===== config.mk =====
export PLATFORM = sky130hd
export DESIGN_NAME = instr_fetch_stage
export DESIGN_NICKNAME = d
export VERILOG_FILES = /design/src/rtl/fetch_pkg.sv /design/src/rtl/if_id_reg.sv /design/src/rtl/instr_fetch_stage.sv
export SDC_FILE = /design/constraint.sdc
export NUM_CORES = 1
export LEC_CHECK = 0
export ABC_AREA = 0
export BUFFER_PORTS_ARGS = -buffer_cell sky130_fd_sc_hd__buf_4
export CORE_MARGIN = 2
export CORE_UTILIZATION = 50
export CTS_CLUSTER_SIZE = 20
export DETAILED_ROUTE_END_ITERATION = 10
export PLACE_DENSITY = 0.78
export SLEW_MARGIN = 20
export SYNTH_ARGS = -nofsm -noshare
export SYNTH_HDL_FRONTEND = slang
export SYNTH_SLANG_ARGS = --single-unit

===== constraint.sdc =====
create_clock -name clk -period 3.9 [get_ports clk]
set_input_delay 0.585 -clock clk [delete_from_list [all_inputs] [get_ports clk]]
set_output_delay 0.585 -clock clk [all_outputs]
set_load 0.1 [all_outputs]

===== src/rtl/fetch_pkg.sv =====
// rtl/fetch_pkg.sv - shared types and constants for the instruction fetch stage
// Purpose: state encoding of the fetch controller, NOP word, opcode field
//          position and the PC increment used by fetch and IF/ID.
// Ports:   none (package)
package fetch_pkg;

    // S_ERR is only reachable when the ack watchdog is built in.
    typedef enum logic [2:0] {
        S_START = 3'd0,
        S_REQ   = 3'd1,
        S_HOLD  = 3'd2,
        S_DROP  = 3'd3,
        S_ERR   = 3'd4
    } fetch_state_t;

    localparam logic [31:0] NOP_INSTR  = 32'h0000_0000;
    localparam int          OPCODE_MSB = 31;
    localparam int          OPCODE_LSB = 26;
    localparam int          PC_INC     = 4;

endpackage


===== src/rtl/if_id_reg.sv =====
// rtl/if_id_reg.sv - IF/ID pipeline register with load, stall and clear
// Purpose: holds the fetched instruction, its PC+4 and a valid flag.
//          clear has priority over everything; stall blocks a load.
// Ports:
//   clk, rst_n          clock, asynchronous active-low reset
//   load, stall, clear  register controls
//   next_instr          instruction word to capture
//   next_pc4            PC+4 of that instruction
//   valid, instr, pc4   registered contents (instr is NOP when invalid)
module if_id_reg
    import fetch_pkg::*;
#(
    parameter int ADDR_W = 32
) (
    input  logic              clk,
    input  logic              rst_n,
    input  logic              load,
    input  logic              stall,
    input  logic              clear,
    input  logic [31:0]       next_instr,
    input  logic [ADDR_W-1:0] next_pc4,
    output logic              valid,
    output logic [31:0]       instr,
    output logic [ADDR_W-1:0] pc4
);

    always_ff @(posedge clk or negedge rst_n) begin
        if (!rst_n) begin
            valid <= 1'b0;
            instr <= NOP_INSTR;
            pc4   <= '0;
        end else if (clear) begin
            // pc4 is left alone; it is meaningless while valid is low
            valid <= 1'b0;
            instr <= NOP_INSTR;
        end else if (load && !stall) begin
            valid <= 1'b1;
            instr <= next_instr;
            pc4   <= next_pc4;
        end
    end

endmodule


===== src/rtl/instr_fetch_stage.sv =====
// rtl/instr_fetch_stage.sv - MIPS instruction fetch stage with IF/ID register
// Purpose: keeps the PC, issues word reads over a req/ack handshake,
//          captures returned words into IF/ID and applies redirects,
//          stall and flush. Optional macro FETCH_TIMEOUT_EN builds an
//          ack watchdog that raises a sticky fetch_err and stops fetching.
// Ports:
//   clk, rst_n                    clock, asynchronous active-low reset
//   imem_req, imem_addr           read request and word address
//   imem_ack, imem_rdata          one-cycle ack with instruction word
//   stall, flush                  hazard unit controls
//   branch_taken, branch_target   taken beq redirect from decode
//   jump, jump_target             j redirect from decode (wins over branch)
//   if_id_valid/instr/pc4         IF/ID register contents
//   op_code                       if_id_instr[31:26] to the control unit
//   fetch_err                     sticky watchdog error
module instr_fetch_stage
    import fetch_pkg::*;
#(
    parameter int                ADDR_W      = 32,
    parameter logic [ADDR_W-1:0] RESET_PC    = '0,
    parameter int unsigned       TIMEOUT_CYC = 255
) (
    input  logic              clk,
    input  logic              rst_n,
    output logic              imem_req,
    output logic [ADDR_W-1:0] imem_addr,
    input  logic              imem_ack,
    input  logic [31:0]       imem_rdata,
    input  logic              stall,
    input  logic              flush,
    input  logic              branch_taken,
    input  logic [ADDR_W-1:0] branch_target,
    input  logic              jump,
    input  logic [ADDR_W-1:0] jump_target,
    output logic              if_id_valid,
    output logic [31:0]       if_id_instr,
    output logic [ADDR_W-1:0] if_id_pc4,
    output logic [5:0]        op_code,
    output logic              fetch_err
);

    fetch_state_t      state_q, state_d;
    logic [ADDR_W-1:0] pc_q, pc_d;
    logic [ADDR_W-1:0] req_addr_q, req_addr_d;
    logic [31:0]       buf_q, buf_d;

    logic              redirect;
    logic [ADDR_W-1:0] target;
    logic [ADDR_W-1:0] pc_inc;
    logic              kill;
    logic              ld;
    logic [31:0]       ld_instr;
    logic              clr;
    logic              to_hit;

    assign redirect = jump | branch_taken;
    assign target   = (jump ? jump_target : branch_target) & ~ADDR_W'(3);
    assign pc_inc   = pc_q + ADDR_W'(PC_INC);

`ifdef FETCH_TIMEOUT_EN
    localparam int unsigned TO_W = (TIMEOUT_CYC > 1) ? $clog2(TIMEOUT_CYC) : 1;

    logic [TO_W-1:0] to_cnt_q;
    logic            err_q;

    // Counts consecutive requesting cycles without an ack; the cycle that
    // would make the count reach TIMEOUT_CYC is the one that trips.
    assign to_hit = imem_req && !imem_ack && (to_cnt_q == TO_W'(TIMEOUT_CYC - 1));

    always_ff @(posedge clk or negedge rst_n) begin
        if (!rst_n) begin
            to_cnt_q <= '0;
            err_q    <= 1'b0;
        end else begin
            if (!imem_req || imem_ack || to_hit) begin
                to_cnt_q <= '0;
            end else begin
                to_cnt_q <= to_cnt_q + 1'b1;
            end
            if (to_hit) begin
                err_q <= 1'b1;
            end
        end
    end

    assign fetch_err = err_q;
`else
    assign to_hit    = 1'b0;
    assign fetch_err = 1'b0;
`endif

    // State register
    always_ff @(posedge clk or negedge rst_n) begin
        if (!rst_n) begin
            state_q    <= S_START;
            pc_q       <= RESET_PC;
            req_addr_q <= RESET_PC;
            buf_q      <= NOP_INSTR;
        end else begin
            state_q    <= state_d;
            pc_q       <= pc_d;
            req_addr_q <= req_addr_d;
            buf_q      <= buf_d;
        end
    end

    // Next-state logic
    always_comb begin
        state_d  = state_q;
        pc_d     = pc_q;
        buf_d    = buf_q;
        ld       = 1'b0;
        ld_instr = imem_rdata;
        kill     = 1'b0;
        case (state_q)
            S_START: begin
                state_d = S_REQ;
            end
            S_REQ: begin
                if (to_hit) begin
                    state_d = S_ERR;
                end else if (imem_ack) begin
                    if (redirect) begin
                        // returned word is on the wrong path
                        pc_d = target;
                        kill = 1'b1;
                    end else if (stall) begin
                        buf_d   = imem_rdata;
                        state_d = S_HOLD;
                    end else begin
                        ld   = 1'b1;
                        pc_d = pc_inc;
                    end
                end else if (redirect) begin
                    // outstanding read must still complete; its data is dropped
                    pc_d    = target;
                    kill    = 1'b1;
                    state_d = S_DROP;
                end
            end
            S_HOLD: begin
                if (redirect) begin
                    pc_d    = target;
                    kill    = 1'b1;
                    state_d = S_REQ;
                end else if (!stall) begin
                    ld       = 1'b1;
                    ld_instr = buf_q;
                    pc_d     = pc_inc;
                    state_d  = S_REQ;
                end
            end
            S_DROP: begin
                if (redirect) begin
                    pc_d = target;
                    kill = 1'b1;
                end
                if (to_hit) begin
                    state_d = S_ERR;
                end else if (imem_ack) begin
                    state_d = S_REQ;
                end
            end
            S_ERR: begin
                state_d = S_ERR;
            end
            default: begin
                state_d = S_START;
            end
        endcase
    end

    // Output logic
    always_comb begin
        imem_req = (state_q == S_REQ) || (state_q == S_DROP);
        // The address of a discarded read stays on the bus until its ack.
        req_addr_d = (state_d == S_DROP) ? req_addr_q : pc_d;
        // Without a stall, a cycle that delivers nothing leaves a bubble.
        clr = kill || flush || (!stall && !ld);
    end

    assign imem_addr = req_addr_q;

    if_id_reg #(
        .ADDR_W(ADDR_W)
    ) u_if_id (
        .clk        (clk),
        .rst_n      (rst_n),
        .load       (ld),
        .stall      (stall),
        .clear      (clr),
        .next_instr (ld_instr),
        .next_pc4   (pc_inc),
        .valid      (if_id_valid),
        .instr      (if_id_instr),
        .pc4        (if_id_pc4)
    );

    assign op_code = if_id_instr[OPCODE_MSB:OPCODE_LSB];

endmodule


; ---- After elaboration in Yosys (flattened, before gate mapping)
; Index checks and enable logic that the tools add are counted.
[word_totals]
in_bits = 103
register_bits = 164
output_inout_bits = 105
elab_cells = 55
[op_classes]
muxes = 27
n_eq_ne = 5
add_sub_neg = 1
bitwise_logic = 3
n_reduce_logical = 12
[ops]
columns = cell, n
row1 = 32-bit 2-to-1 mux, 10
row2 = 32-bit one-hot mux with 3 select lines, 1
row3 = 32-bit by 3-bit adder with 32-bit output (second input constant), 1
row4 = 3-bit 2-to-1 mux, 7
row5 = 3-bit one-hot mux with 5 select lines, 1
row6 = 3-bit by 2-bit == test with 1-bit output (second input constant), 3
row7 = 1-bit 2-to-1 mux, 7
row8 = 3-bit by 1-bit == test with 1-bit output (second input constant), 1
row9 = 3-bit == test (second input constant), 1
row10 = 3-bit logical NOT, 1
row11 = 1-bit logical OR, 3
row12 = 3-bit AND reduction, 1
row13 = 3-bit OR reduction, 1
row14 = 1-bit logical AND, 2
row15 = 1-bit logical NOT, 2
row16 = 1-bit NOT, 2
row17 = 1-bit one-hot mux with 2 select lines, 1
row18 = 2-bit AND reduction, 1
row19 = 2-bit nonzero test, 1
row20 = 1-bit bitwise OR, 1

; ---- Logic depth before layout (Yosys ltp)
; Gate-level depths: netlist of the first run.
[logic_depth]
depth_word = 9
mapped_depth = 9
mapped_depth_nobuf = 6

; ---- By module
; Synthesis of the first run repeated with hierarchy kept, for this count alone.
[unflattened]
cells_unflattened = 865
hier_area_um2 = 8853.5
[by_module_without_submodules]
columns = mod, area_each_um2, instances, seq_area_each_um2, cells_each
row1 = instr_fetch_stage, 6182.2, 1, 2477.4, 652
row2 = if_id_reg, 2671.3, 1, 1626.6, 213

; ---- Least setup slack after synthesis of the first run
; Ideal clock, no wire load.
[synth_path]
path_type = reg2reg
startpoint = reg state_q[0]
endpoint = reg buf_q[10]
t_arrival_ps = 2428
t_required_ps = 3775
setup_time_ps = 125
stages_incl_launch_ff = 8
path_buffers = 3
synth_period_minus_slack_ps = 2552
setup_slack_ps = 1348
cell_sequence = dfrtp_1 -> clkbuf_1 -> nand2b_1 -> buf_2 -> inv_1 -> nand4_1 -> clkbuf_1 -> mux2_2
[synth_between]
elab_chain_len = 2
[synth_rtl]
columns = item, line
row1 = from (decl), instr_fetch_stage.sv:42  ; fetch_state_t state_q, state_d;
row2 = from (signal assigned), instr_fetch_stage.sv:100  ; state_q <= state_d;
row3 = 3-bit by 1-bit == test with 1-bit output, instr_fetch_stage.sv:115  ; case (state_q)
row4 = 3-bit AND reduction (no line), n/a
row5 = to (signal assigned), instr_fetch_stage.sv:103  ; buf_q <= buf_d;
row6 = to (decl), instr_fetch_stage.sv:45  ; logic [31:0] buf_q, buf_d;
; Every way passes these cells.
; A chain may end at the register's enable or synchronous reset.

; ---- Worst setup path in the final report of the first run
[layout_path]
startpoint = reg state_q[0]
endpoint = out imem_req
[layout_between]
elab_chain_len = 2
word_cells_on_any_way = 3
classes_between = eq/ne: 2 / reduce/logical: 1
[layout_rtl]
columns = item, line
row1 = 3-bit by 1-bit == test with 1-bit output or 3-bit by 2-bit == test with 1-bit output (tied branches), instr_fetch_stage.sv:175  ; imem_req = (state_q == S_REQ) || (state_q == S_DROP);
row2 = 1-bit logical OR (*), instr_fetch_stage.sv:175
row3 = to (decl), instr_fetch_stage.sv:25  ; output logic imem_req,
; Every way passes the cells marked *; elsewhere a longest branch is shown, timed or not.

==> results of run 1 <==
[layout by cell type, fill, tap and decap left out, drive strengths merged, types with 5 or more instances in the layout]
master and n:
or3 11, buf 215, a21oi 24, nand4 15, nor2 42, and2 7
o21ai 86, nand2 111, a2111oi 6, a21boi 6, a31oi 10, nand2b 9
o21a 5, clkbuf 22, nor4 18, or4 7, o31ai 17, xor2 9
mux2 46, o22ai 20, nor2b 5, dfrtp 164, inv 18, nand3 19
mux2i 36, nor3 20, xnor2 14
[layer usage]
layer / global-route usage, % / routed length [um] / part of all wire [%] / vias up
met3: 5.443 / 2159 / 8.8 / 42
met5: 0 / 0 / 0 / -
li1: - / - / - / 3533
met4: 7.661 / 402 / 1.6 / 0
met1: 38.64 / 10570 / 43 / 3652
met2: 41.29 / 11370 / 46 / 397
[sequential cells by signal, indices dropped and copies added, names as in the netlist]
name	flops
buf_q	32
imem_addr	32
pc_q	32
u_if_id.instr	32
u_if_id.pc4	32
state_q	3
u_if_id.valid	1
[cells by family after synthesis]
| family | Yosys count | share of synthesized area [%] |
|---|---|---|
| and+or+nand+nor | 283 | 16.88 |
| AOI/OAI and AO/OA | 234 | 17.76 |
| DFF | 164 | 47.97 |
| buffers and inverters | 91 | 4.578 |
| muxes | 82 | 10.27 |
| xor gates and xnor gates | 23 | 2.355 |
| adders and majority gates | 1 | 0.1462 |
| other | 1 | 0.04384 |
[power groups by stage]
stage / sequential [mW] / combinational, mW / clock, mW
3_3_place_gp: 2.21 / 2.04 / 0
2_1_floorplan: 3.21 / 0.525 / 0
6_report: 2.20 / 2.07 / 1.67
5_1_grt: 2.23 / 2.15 / 1.77
4_1_cts: 2.19 / 2.07 / 1.70
3_5_place_dp: 2.22 / 2.06 / 0
[worst register-to-register path: stages (launching register included)]
cell and delay (ns):
dfrtp_1 0.46, ha_1 0.28, nand4_1 0.41, or4_4 0.67
or3_1 0.46, o31ai_1 0.35, o21ai_1 0.13
[cell type report]
cell class                      count  area [um^2]
Tap cell                          220        275.3
Multi-Input combinational cell    624         4076
Timing Repair Buffer              215         1618
Clock inverter                      9        121.4
Fill cell                        1392         5927
Clock buffer                       22        464.2
Sequential cell                   164         4104
Inverter                           15        56.30
[final timing paths]
path	start	end	slack [ns]	cells after the start
max	state_q[0]	imem_req	1.01	3
min	rst_n	imem_addr[26]	0.24	1
max reg2reg	pc_q[2]	imem_addr[30]	1.02	6
min reg2reg	pc_q[0]	u_if_id.pc4[0]	0.47	2
max in group asynchronous	rst_n	u_if_id.pc4[27]	2.77	2
min in group clk	imem_rdata[5]	buf_q[5]	0.40	2
[metrics by stage]
step / utilization (%) / hold WS, ns
after global routing: 64.39 / 0.3066
after detailed placement: 60.87 / 0.4625
after floorplan: - / 0.2894
final: 64.39 / 0.2359
after global placement: 60.87 / 0.4390
after CTS: 64.39 / 0.2773
==> run summary, run 1 <==
status - completed
max_slew headroom - 25.51%
fin crit share - 74.09%
worst path arrival time - 2.30 ns
Hold Path Class - in -> async
initial core utilization - 51.40%
share of cells above drive strength 1 - 29.84%
Setup Crit Path Kind - reg -> out
setup TNS - 0 ns
post-synth top area share - 47.97%
diodes inserted - 0
Leak - 4.942 nW
Fin. Hold Viols - 0
Final Total Pwr - 5.937 mW
Synth cell types - 74
critical path's slowest cell - dfrtp_1
syn_nets - 983
first-pass iteration count of the detailed router - 5
GPL Wtd Cong - 0.9272
most used standard cell by instance count after synthesis - dfrtp_1
CTS resizes - 0
worst path cell trace - nand2b_1, inv_1, buf_4
clk_lat worst skew - 0.42 ns
Seq pwr share - 37.0%
CTS Hold Buffers Added - 0
sequential element share of the synthesized area - 47.97%
Routed Antenna Nets - 0
Post-Syn Area - 0.008554 mm^2
internal power - 3.488 mW
Yosys reg bits - 164
cell family with most CP delay - flip-flops
skew final - 0.007740 ns
final non-filler cell total - 1269
final setup fails - 0
TritonCTS clock tree - yes
pre-CTS setup slack - 1.090 ns
# port buffers - 202
root buffer cell - clkbuf_16
RSZ-0062 raised after global routing - false
Tmin final - 2.890 ns
number of synthesized flops with an enable pin - 0
Slew @ Worst Pin - 1.117 ns
initial antenna violation count - 0
drt total wl - 24510 um
average size of a mapped cell - 9.732 um^2
Rows - 47
warnings from Yosys - 0
post-layout instance area - 0.01072 mm^2
Clock transition at path regs - 0.06 ns
Vias per Instance - 6.008
min setup slack post-route - 1.010 ns
most area-consuming cells after synthesis - dfrtp_1, mux2_2, nand2_1
Clock Path Buffers - 2
DR WL/cell - 19.31 um
Main synth FF type - dfrtp_1
Final #Nets - 1141
boundary pin count - 208
CP Launch Type - register
Mapped Cells - 879
grt ovf - 0
setup bufs post-CTS - 0
Post-route DRC - 0
synth cell count leaders - dfrtp_1, nand2_1, o21ai_0
CTS sink count - 164
vias in the first global route - 7149
combinational share of power - 34.8%
NetSw - 2.449 mW
Sw Ratio - 41.25%
maxcap violations - 0
TritonCTS buffer count - 17
DIE HEIGHT - 134.8 um
Synth area leader - dfrtp_1
global-route wire length before repair - 38340 um
GRT Util Overall - 26.82%
ys async rst share - 100.0%
crit-path max cell delay - 0.77 ns
critical path required time - 3.31 ns
Max Fclk - 0.3461 GHz
post-detail-place hpwl - 17270 um
CP Capture Type - output pin
Area Growth Syn to Fin - 25.26%
Die ar. - 0.01817 mm^2
dpl cells - 1238
Clk pwr share - 28.2%
largest net degree at the start of global routing - 95
core box area - 0.01664 mm^2
Starting DRT DRC Count - 817
DP Area - 0.01013 mm^2
Worst Path Buf+Inv - 2
worst-path maximum fanout - 21
Max IR drop VDD - 391.3 uV
H-tree depth - 4
die width - 134.8 um
Vias - 7624
final slew viol count - 0
pwr dens - 554.1 mW/mm^2
(Power assumes the default switching activity.)
==> run 2: changes to the inputs <==
- CORE_UTILIZATION: 50 -> 49
- PLACE_DENSITY: 0.78 -> 0.8
- clock period: 3.9 -> 2.5 ns (I/O delays scaled with it)
==> run 2 against run 1 <==
Register-to-register slack got worse by 0.90 ns. Global-route usage increased by 1.9 points. Design area increased by 4.6%. Largest cell class unchanged. Core utilization increased by 0.85 points. Sequential share of layout area decreased by 1.7 points.
==> run summary, run 2 (same netlist as run 1, synthesis figures left out) <==
Starting DRT DRC Count - 755 (-7.6%)
first-pass iteration count of the detailed router - 5 (unchanged)
critical path required time - 2.80 ns (-0.51 ns)
vias in the first global route - 7636 (+6.8%)
Slew @ Worst Pin - 0.6855 ns (-0.4318 ns)
utilization after layout - 65.23% (+0.85 points)
share of cells above drive strength 1 - 33.42% (+3.6 points)
commonest non-fill, non-tap cells in the layout - buf_4, dfrtp_1, nand2_1, o21ai_0, mux2_2
fin crit share - 95.21%
GRT Util Overall - 28.70% (+1.9 points)
worst path cell trace - and4bb_1, o21ai_1, buf_12, or3_2, buf_12, nand2_1, o21ai_0
diodes inserted - 0 (unchanged)
final slew viol count - 0 (unchanged)
DIE HEIGHT - 136.1 um (+0.99%)
RSZ-0062 raised after global routing - false
Clock transition at path regs - 0.07 ns (about the same)
worst-path maximum fanout - 84 (+300%)
CTS sink count - 164 (unchanged)
Vias per Instance - 5.977 (-0.51%)
skew final - 0.01051 ns (+0.002773 ns)
status - completed
die width - 136.1 um (+0.99%)
maxcap violations - 0 (unchanged)
initial core utilization - 49.80% (-1.6 points)
Vias - 7926 (+4.0%)
H-tree depth - 4 (unchanged)
crit-path max cell delay - 0.52 ns (-0.25 ns)
grt ovf - 0 (unchanged)
GPL Wtd Cong - 0.9354 (+0.88%)
worst path arrival time - 2.68 ns (+0.38 ns)
initial antenna violation count - 0 (unchanged)
Max Fclk - 0.4201 GHz
Tmin final - 2.380 ns
Rows - 48 (+2.1%)
TritonCTS clock tree - yes
Routed Antenna Nets - 0 (unchanged)
Hold Path Class - in -> reg
Area Growth Syn to Fin - 30.98%
post-detail-place hpwl - 18990 um (+10%)
# port buffers - 202 (unchanged)
Min Hold Slack - 0.1855 ns (-0.05039 ns)
root buffer cell - clkbuf_16
core box area - 0.01718 mm^2 (+3.2%)
setup TNS - 0 ns (unchanged)
Die ar. - 0.01853 mm^2 (+2.0%)
Setup Crit Path Kind - reg -> reg
DR WL/cell - 19.75 um (+2.3%)
hold-critical path depth - 2
Max IR drop VDD - 801.3 uV (+100%)
final setup fails - 0 (unchanged)
setup bufs post-CTS - 0 (unchanged)
CP Capture Type - register
Post-route DRC - 0 (unchanged)
global-route wire length before repair - 41050 um (+7.1%)
R2R cell count - 7 (+1)
CP Launch Type - register
most used cell, CP - buf_12
drt total wl - 26190 um (+6.9%)
Leak - 5.235 nW (+5.9%)
pwr dens - 843.3 mW/mm^2 (+52%)
largest net degree at the start of global routing - 85 (-11%)
critical path's slowest cell - or3_2
clk_lat worst skew - 0.43 ns (about the same)
TritonCTS buffer count - 17 (unchanged)
Clock Path Buffers - 2 (unchanged)
Final #Nets - 1193 (+4.6%)
max_slew headroom - 53.88% (+28 points)
commonest non-fill, non-tap cell in the layout - buf_4
Fin. Hold Viols - 0 (unchanged)
Fill cells - 1410 (+1.3%)
boundary pin count - 208 (unchanged)
[run 2: changes by cell type in the layout (fill, tap and decap cells not counted)]
| cell | before | now |
|---|---|---|
| buf_4 | 214 | 259 |
| buf_12 | 0 | 6 |
| o31ai_2 | 0 | 1 |
| clkinv_4 | 2 | 1 |
| inv_8 | 1 | 3 |
| inv_1 | 15 | 14 |
| dlygate4sd3_1 | 0 | 1 |
| o31ai_1 | 17 | 16 |
| inv_6 | 2 | 6 |
| clkbuf_1 | 3 | 1 |
| clkbuf_8 | 2 | 0 |
[run 2: metrics by stage]
| step | worst slack [ns] | power [mW] | cell area, um^2 | std cells |
|---|---|---|---|---|
| finish | 0.1197 | 9.449 | 11200 | 1326 |
| global route | 0.01209 | 9.812 | 11200 | 1326 |
| CTS | 0.1289 | 9.468 | 11200 | 1326 |
| detailed placement | 0.1758 | 6.812 | 10600 | 1294 |
| global placement | 0.2470 | 6.740 | 10600 | 1294 |
| floorplan | 0.02378 | 5.830 | 8558 | 879 |
[run 2: per-layer routing]
layer	track usage, %	up-vias	part of all wire, %
met1	40.27	3800	42
met4	10.53	0	2.9
met3	5.183	58	9.0
met5	0	-	0
li1	-	3636	-
met2	44.64	432	46
[run 2: worst max-delay path, delay by kind of cell, from the launching register on]
kind	cells	cell delay, ns
compound gates	2	0.22
simple gates	3	1.07
flops	1	0.47
buf+inv	2	0.40
[run 2: path summary, 6_finish.rpt]
check	startpoint	to	slack, ns
worst max-delay path	state_q[2]	u_if_id.pc4[21]	0.12
worst max register to register	state_q[2]	u_if_id.pc4[21]	0.12
worst min register to register	pc_q[1]	u_if_id.pc4[1]	0.47
min in group asynchronous	rst_n	imem_addr[17]	0.48
worst min-delay path	imem_rdata[19]	buf_q[19]	0.19
max in group asynchronous	rst_n	u_if_id.pc4[11]	1.29
[run 2: final cells by class]
cell class              count  area, um^2  share of cell area, %
flip-flops and latches    164        4104                  36.63
well taps                 225       281.5                  2.513
repair buffers            267        2086                  18.62
inverters                  15       60.06                 0.5360
multi-input cells         624        4081                  36.43
clock buffers              18       429.2                  3.830
clock inverters            13       162.7                  1.452
[run 2: what timing repair did]
| item | CTS | global route |
|---|---|---|
| hold buffers | 1 | 0 |
| gates resized for setup | 0 | 1 |
| setup endpoints to repair | 0 | 2 |
| endpoints found under the hold margin | 50 | 0 |
[run 2: power breakdown]
| group | switching [mW] | internal (mW) | leakage, nW |
|---|---|---|---|
| clock | 1.15 | 1.51 | 0.289 |
| sequential | 0.299 | 3.09 | 2.02 |
| combinational | 2.51 | 0.898 | 2.92 |
==> run 3: changes to the inputs <==
- RECOVER_POWER: unset -> 50
==> run 3 against run 2 <==
Sequential share of layout area grew 0.67 points. Register-to-register slack is essentially flat. Critical endpoint unchanged. Largest cell class unchanged. Global-route usage is the same. Flip-flop and latch count is the same. Clock power is essentially flat. Critical path depth is the same.
==> run summary, run 3 (same netlist as run 1, synthesis figures left out) <==
# port buffers - 202 (unchanged)
Area Growth Syn to Fin - 28.61%
Hold Path Class - in -> reg
Routed Antenna Nets - 0 (unchanged)
Final #Nets - 1193 (unchanged)
status - completed
min setup slack post-route - 0.1289 ns (+0.009235 ns)
fin crit share - 94.84% (-0.37 points)
GRT Util Overall - 28.70% (unchanged)
Leak - 5.035 nW (-3.8%)
dpl cells - 1294 (unchanged)
clk_lat worst skew - 0.43 ns (about the same)
Vias - 7922 (-0.050%)
Max Fclk - 0.4218 GHz (+0.39%)
reg-to-reg critical path endpoint - u_if_id.pc4[21]
Rows - 48 (unchanged)
final setup fails - 0 (unchanged)
DR WL/cell - 19.81 um (+0.29%)
worst path arrival time - 2.67 ns (about the same)
R2R cell count - 7 (unchanged)
Die ar. - 0.01853 mm^2 (unchanged)
TritonCTS clock tree - yes
DIE HEIGHT - 136.1 um (unchanged)
critical path required time - 2.80 ns (about the same)
Hold EP - buf_q[19]
CTS sink count - 164 (unchanged)
commonest non-fill, non-tap cells in the layout - buf_4, dfrtp_1, nand2_1, o21ai_0, clkbuf_1
Starting DRT DRC Count - 689 (-8.7%)
diodes inserted - 0 (unchanged)
first-pass iteration count of the detailed router - 6 (+1)
skew final - 0.01046 ns (-0.00005640 ns)
Fill cells - 1463 (+3.8%)
CP Capture Type - register
boundary pin count - 208 (unchanged)
grt ovf - 0 (unchanged)
RSZ-0062 raised after global routing - false
CP Launch Type - register
max_slew headroom - 3.861% (-50 points)
Setup Crit Path Kind - reg -> reg
final non-filler cell total - 1326 (unchanged)
pwr dens - 848.2 mW/mm^2 (+0.58%)
Vias per Instance - 5.974 (about the same)
Clock transition at path regs - 0.07 ns (about the same)
TritonCTS buffer count - 17 (unchanged)
post-detail-place hpwl - 18990 um (unchanged)
Post-route DRC - 0 (unchanged)
commonest non-fill, non-tap cell in the layout - buf_4
largest net degree at the start of global routing - 85 (unchanged)
pre-CTS setup slack - 0.1758 ns (unchanged)
share of cells above drive strength 1 - 28.88% (-4.5 points)
Tmin final - 2.371 ns (-0.009235 ns)
vias in the first global route - 7636 (unchanged)
post-layout instance area - 0.01100 mm^2 (-1.8%)
core box area - 0.01718 mm^2 (unchanged)
Max IR drop VDD - 770.3 uV (-3.9%)
maxcap violations - 0 (unchanged)
GPL Wtd Cong - 0.9354 (unchanged)
initial core utilization - 49.80% (unchanged)
R2R setup slack - 0.13 ns (about the same)
DP Area - 0.01060 mm^2 (unchanged)
Reg2Reg Launch Point - state_q[2]
hold_sp - imem_rdata[19]
Clock Path Buffers - 2 (unchanged)
hold-critical path depth - 2 (unchanged)
initial antenna violation count - 0 (unchanged)
die width - 136.1 um (unchanged)
Fin. Hold Viols - 0 (unchanged)
setup TNS - 0 ns (unchanged)
global-route wire length before repair - 41050 um (unchanged)
root buffer cell - clkbuf_16
Slew @ Worst Pin - 1.442 ns (+0.7566 ns)
final slew viol count - 0 (unchanged)
drt total wl - 26260 um (+0.29%)
worst-path maximum fanout - 84 (unchanged)
H-tree depth - 4 (unchanged)
run 3: power by group:
group          switching (mW)  internal, mW  leakage, nW  total [mW]
combinational            2.51         0.783         2.72        3.29
clock                    1.15          1.51        0.289        2.66
sequential              0.295          3.09         2.02        3.38
run 3: worst max path at each step:
stage                           from               to  slack, ns
after floorplan           state_q[0]        buf_q[10]       0.02
after global placement    state_q[2]  u_if_id.pc4[27]       0.25
after detailed placement     pc_q[7]         pc_q[30]       0.18
after CTS                    pc_q[7]    imem_addr[30]       0.13
after global routing      state_q[2]  u_if_id.pc4[25]       0.01
final                     state_q[2]  u_if_id.pc4[21]       0.13
run 3: critical path: stages, from the launching register on:
cell and delay (ns):
dfrtp_1 0.47, and4bb_1 0.42, o21ai_1 0.13, buf_12 0.18, or3_2 0.52, buf_12 0.23, nand2_1 0.13, o21ai_0 0.09
run 3: final cells by class:
type,count,area [um^2],area share [%]
clock buffer,18,429.2,3.901
clock inverter,13,162.7,1.478
sequential,164,4104,37.30
timing repair buffer,267,1883,17.12
multi-input combinational,624,4081,37.10
tap,225,281.5,2.559
inverter,15,60.06,0.5459
run 3: metrics by stage:
stage | hold slack (ns) | util (%) | total power, mW
after global placement | 0.3600 | 61.70 | 6.740
after floorplan | 0.07941 | - | 5.830
after detailed placement | 0.3699 | 61.70 | 6.812
after CTS | 0.1704 | 65.20 | 9.468
final | 0.1860 | 64.05 | 9.332
after global routing | 0.1776 | 64.05 | 9.692
run 3: what timing repair did:
action / in CTS / in global routing
endpoints found under the hold margin: 50 / 0
setup buffers: 0 / 0
hold buffers: 1 / 0
setup endpoints to repair: 0 / 2
resized for setup: 0 / 1
run 3: metal layers:
metal / wire (um) / GRT usage (%)
met1: 11090 / 40.27
met2: 12170 / 44.64
met3: 2220 / 5.183
met4: 777 / 10.53
met5: 0 / 0
